===== config.mk =====
export PLATFORM = sky130hd
export DESIGN_NAME = req_sequencer
export DESIGN_NICKNAME = d
export VERILOG_FILES = /design/src/rtl/req_sequencer.sv
export SDC_FILE = /design/constraint.sdc
export NUM_CORES = 1
export LEC_CHECK = 0
export BUFFER_PORTS_ARGS = -buffer_cell sky130_fd_sc_hd__clkbuf_2
export CORE_AREA = 5 5 81 83
export DETAILED_ROUTE_END_ITERATION = 16
export DIE_AREA = 0 0 86 88
export HOLD_SLACK_MARGIN = 0.06
export PLACE_DENSITY = 0.43
export SETUP_SLACK_MARGIN = 0.3
export SYNTH_ARGS = -nofsm -noshare
export SYNTH_HDL_FRONTEND = slang
export SYNTH_SLANG_ARGS = --single-unit

===== constraint.sdc =====
create_clock -name clk -period 5.3 [get_ports clk]
set_clock_uncertainty 0.2 [all_clocks]
set_input_delay 0.53 -clock clk [delete_from_list [all_inputs] [get_ports clk]]
set_output_delay 0.53 -clock clk [all_outputs]
set_load 0.02 [all_outputs]

===== src/rtl/req_sequencer.sv =====
// Per-channel request sequencer: turns one-cycle transfer requests into
// registered arbiter requests, counts granted beats and pulses done per burst.
// Latency: request to r is one edge; done follows the completing edge by one cycle.
module req_sequencer #(
  parameter int BURST = 4,  // granted beats per transfer, 1..15
  parameter int DEPTH = 3   // pending transfers per channel, 1..3
) (
  input  logic       clk,
  input  logic       reset,
  input  logic [3:1] req_pulse,
  input  logic [3:1] g,
  output logic [3:1] r,
  output logic [3:1] done,
  output logic [3:1] ovf,
  output logic       err
);

  typedef enum logic [1:0] {
    S_IDLE = 2'd0,
    S_REQ  = 2'd1,
    S_XFER = 2'd2,
    S_GAP  = 2'd3
  } state_t;

  localparam logic [3:0] BURST_L = 4'(BURST);
  localparam logic [1:0] DEPTH_L = 2'(DEPTH);

  logic [3:1] w_stray;
  logic       w_multi;
  logic       r_err;

  // More than one grant bit high on the same edge is always a protocol error.
  assign w_multi = (g[1] & g[2]) | (g[1] & g[3]) | (g[2] & g[3]);

  for (genvar gi = 1; gi <= 3; gi++) begin : g_ch
    state_t     r_state;
    logic [1:0] r_pend;
    logic [3:0] r_beat;
    logic       r_req;
    logic       r_done;
    logic       r_ovf;

    logic       w_active;
    logic       w_cmpl;
    logic       w_inc;
    logic       w_drop;
    logic [3:0] w_beat_inc;
    logic [1:0] w_pend_nxt;

    // Only REQ and XFER hold r high, so only they may legally see a grant.
    assign w_active   = (r_state == S_REQ) || (r_state == S_XFER);
    // Beat count is zero in REQ, so this also covers BURST=1 completing there.
    assign w_beat_inc = r_beat + 4'd1;
    assign w_cmpl     = w_active && g[gi] && (w_beat_inc == BURST_L);
    // A request landing on a completion edge nets to zero even when full,
    // so it is accepted rather than dropped.
    assign w_inc      = req_pulse[gi] && ((r_pend != DEPTH_L) || w_cmpl);
    assign w_drop     = req_pulse[gi] && !w_inc;
    assign w_stray[gi] = g[gi] && !w_active;

    // Next pending count: increment, decrement, or both cancel out.
    always_comb begin
      w_pend_nxt = r_pend;
      if (w_inc && !w_cmpl) begin
        w_pend_nxt = r_pend + 2'd1;
      end else if (!w_inc && w_cmpl) begin
        w_pend_nxt = r_pend - 2'd1;
      end
    end

    // Channel FSM with pending/beat counters and registered r/done/ovf.
    always_ff @(posedge clk) begin
      if (reset) begin
        r_state <= S_IDLE;
        r_pend  <= 2'd0;
        r_beat  <= 4'd0;
        r_req   <= 1'b0;
        r_done  <= 1'b0;
        r_ovf   <= 1'b0;
      end else begin
        r_pend <= w_pend_nxt;
        r_done <= w_cmpl;
        if (w_drop) begin
          r_ovf <= 1'b1;
        end
        case (r_state)
          S_IDLE: begin
            r_beat <= 4'd0;
            if (w_pend_nxt != 2'd0) begin
              r_state <= S_REQ;
              r_req   <= 1'b1;
            end else begin
              r_state <= S_IDLE;
              r_req   <= 1'b0;
            end
          end
          S_REQ, S_XFER: begin
            if (g[gi]) begin
              if (w_cmpl) begin
                r_state <= S_GAP;
                r_beat  <= 4'd0;
                r_req   <= 1'b0;
              end else begin
                r_state <= S_XFER;
                r_beat  <= w_beat_inc;
                r_req   <= 1'b1;
              end
            end else begin
              // Losing the grant mid-burst restarts the burst from zero beats.
              r_state <= S_REQ;
              r_beat  <= 4'd0;
              r_req   <= 1'b1;
            end
          end
          S_GAP: begin
            // One dead cycle lets lower-priority channels win arbitration.
            r_beat <= 4'd0;
            if (w_pend_nxt != 2'd0) begin
              r_state <= S_REQ;
              r_req   <= 1'b1;
            end else begin
              r_state <= S_IDLE;
              r_req   <= 1'b0;
            end
          end
          default: begin
            r_state <= S_IDLE;
            r_beat  <= 4'd0;
            r_req   <= 1'b0;
          end
        endcase
      end
    end

    assign r[gi]    = r_req;
    assign done[gi] = r_done;
    assign ovf[gi]  = r_ovf;
  end

  // Sticky protocol-error flag, cleared only by reset.
  always_ff @(posedge clk) begin
    if (reset) begin
      r_err <= 1'b0;
    end else if (w_multi || (|w_stray)) begin
      r_err <= 1'b1;
    end
  end

  assign err = r_err;

endmodule


# After elaboration in Yosys (flattened, before gate mapping)
# Index checks and enable logic that the tools add are counted.
# totals
out_inout_bits	10
ff_bits	34
wordCells	137
# classes
reduce_logical	50
eq_ne	15
n_mux	39
bitwise_logic	5
n_addsub	9
# op_table
op	count
4-bit 2-to-1 mux	6
4-bit case mux with 2 select lines	3
1-bit logical AND	21
2-bit 2-to-1 mux	9
1-bit 2-to-1 mux	15
4-bit by 1-bit adder with 4-bit output (second input constant)	3
2-bit equality test (second input constant)	6
4-bit by 3-bit equality test with 1-bit output (second input constant)	3
2-bit case mux with 2 select lines	3
2-bit OR reduction	6
1-bit zero test	9
1-bit logical OR	7
2-bit by 1-bit adder with 2-bit output (second input constant)	3
2-bit by 1-bit equality test with 1-bit output (second input constant)	3
2-bit zero test	3
2-bit != test (second input constant)	3
1-bit case mux with 2 select lines	3
2-bit nonzero test	3
2-bit by 1-bit subtractor with 2-bit output (second input constant)	3
1-bit AND	3
3-bit OR reduction	1
1-bit bitwise OR	2

# Depth between registers and ports, before layout
# logic_depth
word_depth	13
ltp_mapped	8
ltp_nobuf	8

# Worst setup path before layout
# No wires, ideal clock.
# synth_path
path_kind	flip-flop to flip-flop
from	register g_ch[2].r_state[0]
to	register g_ch[2].r_req
path_slack_ns	3.419
arrival_time_ns	1.561
synth_period_minus_slack_ns	1.881
path_buffers	0
stages_incl_launch_ff	9
path_cell_list	dfxtp_1 -> inv_1 -> ha_1 -> nand3_1 -> nor2_2 -> a21oi_1 -> mux2i_1 -> mux2i_1 -> o31a_1
# synth_between
elab_chain_cells	13
elab_cells_between_ends	22
# synth_lines
item	line	rtl
start: declaration	36	state_t r_state;
start signal: assignment	74	r_state <= S_IDLE;
start signal: assignment	90	r_state <= S_REQ;
start signal: assignment	93	r_state <= S_IDLE;
2-bit by 1-bit equality test with 1-bit output / 2-bit equality test (equally long branches)	51, 86	
1-bit logical OR	51	assign w_active = (r_state == S_REQ) || (r_state == S_XFER);
1-bit logical AND (2 in a row)	54	assign w_cmpl = w_active && g[gi] && (w_beat_inc == BURST_L);
1-bit logical OR	57	assign w_inc = req_pulse[gi] && ((r_pend != DEPTH_L) || w_cmpl);
1-bit logical AND	57	
1-bit zero test	66	end else if (!w_inc && w_cmpl) begin
1-bit logical AND	66	
2-bit 2-to-1 mux	66	
2-bit 2-to-1 mux	64	if (w_inc && !w_cmpl) begin
2-bit nonzero test	89, 118	
1-bit 2-to-1 mux	89, 118	
1-bit case mux with 2 select lines (*)	86	case (r_state)
end signal: assignment	91	r_req <= 1'b1;
end signal: assignment	94	r_req <= 1'b0;
end signal: assignment	120	r_req <= 1'b1;
end: declaration	39	logic r_req;
# Every way passes the cells marked *; elsewhere a longest branch is shown, timed or not.
# A chain may end at the register's enable or synchronous reset.

# Worst setup path after layout
# layout_path
from	register g_ch[2].r_state[0]
to	register g_ch[2].r_state[0]
# layout_between
elab_chain_cells	13
elab_cells_between_ends	22
# layout_lines
item	line
2-bit by 1-bit equality test with 1-bit output / 2-bit equality test (equally long branches)	51, 86
1-bit logical OR	51
1-bit logical AND (2 in a row)	54
1-bit logical OR	57
1-bit logical AND	57
1-bit zero test	66
1-bit logical AND	66
2-bit 2-to-1 mux	66
2-bit 2-to-1 mux	64
2-bit nonzero test	89, 118
1-bit 2-to-1 mux	89, 118
2-bit case mux with 2 select lines (*)	86
# Marks and branches as above.

==> results.cfg <==
[power_and_ir_drop]
ir_drop_mv = 0.1087
power_uw = 561.1
leakage_nw = 0.8123
p_per_area_mw_per_mm2 = 312.9

[setup_path]
timing.rr.end = g_ch[2].r_state[0]
path_cells = inv_1 > ha_1 > nand3_1 > nor2_2 > a21oi_1 > mux2i_1 > mux2i_1 > o31a_1
crit_slowest_cell = ha_1
crit_start = g_ch[2].r_state[0]
endpoint = g_ch[2].r_state[0]
reg2regPathDepth = 8
ff2ff_setup_slack_ns = 3.27
startpoint_type = register
cpPeakStageDelay_ns = 0.35
end_kind = register
critical_path.most_common_cell = mux2i_1
regToRegStartpoint = g_ch[2].r_state[0]
crit_required_ns = 5.27
critical_path_arrival_ns = 2.00
worstSetupPathType = register to register
crit_fanout = 5

[route]
ant_nets = 0
drcViolationCount = 0
wire_per_inst_um = 10.62
drtPass1Iterations = 4
wl_um = 2698
drtIter0Drc = 29
via_count = 1092
vias_per_cell = 4.299

[timing]
setup_viol = 0
slew_viol_final = 0
fmax_ghz = 0.4916
rsz0062_at_grt = false
finalCritPeriodShare_pct = 38.38
finalCriticalPeriod_ns = 2.034
tightest_slew_ns = 0.5836
slew_headroom_pct = 60.54
finalSetupTns_ns = 0
whs_ns = 0.2696
hold_viol_final = 0

[cells_and_area]
nets = 201
fillerInstances = 616
post-route-util_pct = 31.02
drive_above_1_share_pct = 19.55
areaGrowthSynthToFinish_pct = 12.22
register_area_um2 = 680.7
antenna_cells = 0
multi_input_area_um2 = 800.8

[clock_tree]
ctsResizeCount = 0
clock_latency_ns = 0.28
cts_sinks = 34
cts_hold_buffers = 0
cts_tree = yes
cts_max_level = 2
clockRootBuffer = clkbuf_8
post_cts_buffers = 0
cts_buffers = 5
cts.clk_slew.worst_paths_ns = 0.07
clock_path_buffers = 2

[yosys]
synth_cell_types = 32
synth_async_sr_flop_share_pct = 0
synth-seq-cells = 34
ys_warn_count = 0
synth_ff_type = dfxtp_1
synthesis.area_mm2 = 0.001598
synth-seq-area-share_pct = 42.60
synth_edf_count = 0
syn_avg_cell_area_um2 = 9.684
syn_inst = 165
syn-num-nets = 188

[placed_design]
portBuffers = 17
dp_hpwl_um = 2065
globalplace.congestion = 0.7576

[run]
max_cap_violations = 0

[grt]
grt_overflow = 0
antenna_found_initial = 0
grt_pass1_vias = 1100
grt_util_all_layers_pct = 7.866
grt_pass1_wl_um = 4678
grt_max_degree = 23

[hold_path]
hold_path_class = register to register

[floorplan]
dieHeight_um = 88
num_rows = 28
die_w_um = 86
start_util_pct = 27.64
dieArea_mm2 = 0.007568
design.core.area_mm2 = 0.005781
io_pins = 18

[status]
status = complete, no violations
==> routing by layer <==
layer / wire length, um / GRT usage, %
met2: 1157 / 12.19
met5: 0 / 0
met4: 46 / 3.885
met1: 1348 / 9.494
met3: 145 / 3.104
==> flip-flops by register name, summed over array words and instances (netlist names) <==
name / flops
err: 1
g_ch.r_beat: 12
g_ch.r_done: 3
g_ch.r_ovf: 3
g_ch.r_pend: 6
g_ch.r_req: 3
g_ch.r_state: 6
==> where the power goes <==
part | total (mW) | internal, mW | switching, mW
clock network | 0.190 | 0.105 | 0.0852
logic | 0.0855 | 0.0365 | 0.0490
registers | 0.286 | 0.275 | 0.0111
total | 0.561 | 0.416 | 0.145
==> Yosys cell counts, drive strengths merged (4+ instances only) <==
cell / number / area [um2]
xnor2: 4 / 35.03
nand3: 7 / 35.03
buf: 9 / 67.56
nand2: 8 / 35.03
inv: 11 / 41.29
dfxtp: 34 / 680.7
mux2i: 6 / 60.06
ha: 15 / 187.7
a31oi: 8 / 50.05
nand2b: 4 / 25.02
nor2b: 5 / 31.28
and3: 4 / 25.02
nor2: 21 / 83.83
a21oi: 7 / 38.79
xor2: 5 / 58.81
==> final cells by class <==
cell class	count	area share, %
sequential	34	37.96
timing repair buffer	17	4.745
multi-input combinational	109	44.66
clock inverter	1	0.2791
clock buffer	7	4.815
inverter	11	2.303
tap	75	5.234
==> kinds of logic after synthesis <==
kind of cell / Yosys count / share of synthesized area (%)
buf+inv: 22 / 7.283
fa+ha+maj: 15 / 11.75
flops: 34 / 42.60
compound gates: 23 / 9.868
mux: 6 / 3.759
simple gates: 56 / 18.87
xor+xnor: 9 / 5.873
==> worst max-delay path: cells and delay by family, from the launching register on <==
kind | cells | cell delay [ns]
flip-flops | 1 | 0.33
AO/OA/AOI/OAI | 2 | 0.47
buffers and inverters | 1 | 0.05
adder cells (fa/ha/maj) | 1 | 0.35
multiplexers | 2 | 0.35
AND/OR/NAND/NOR | 2 | 0.17
==> cell usage in the layout, fill, tap and decap left out, types with 3 or more instances in the layout <==
master and count:
xor2_1 3, dfxtp_1 34, clkbuf_8 6, mux2i_1 6, ha_1 15, a31oi_1 8, nor2_1 19, and3_1 4
clkbuf_2 17, nor2b_1 5, nand2_1 6, nand2b_1 4, nand3_1 7, inv_1 11, xnor2_1 4, a21oi_1 6
==> metrics by stage <==
step / setup slack (ns) / cells / area, um2
global placement: 3.244 / 246 / 1702
floorplan: 3.419 / 165 / 1598
detailed placement: 3.243 / 246 / 1702
finish: 3.266 / 254 / 1793
CTS: 3.247 / 254 / 1793
global route: 3.059 / 254 / 1793
==> worst min path at each step <==
stage,startpoint,end,slack (ns),cells after the start
5_1_grt,g_ch[3].r_beat[0],g_ch[3].r_beat[0],0.29,1
6_report,g_ch[1].r_ovf,g_ch[1].r_ovf,0.27,2
4_1_cts,g_ch[1].r_ovf,g_ch[1].r_ovf,0.28,2
2_1_floorplan,g_ch[3].r_beat[0],g_ch[3].r_beat[0],0.23,1
3_5_place_dp,g_ch[1].r_ovf,g_ch[1].r_ovf,0.26,2
3_3_place_gp,g_ch[1].r_beat[0],g_ch[1].r_beat[0],0.25,1
Power figures use the tool's default switching activity.
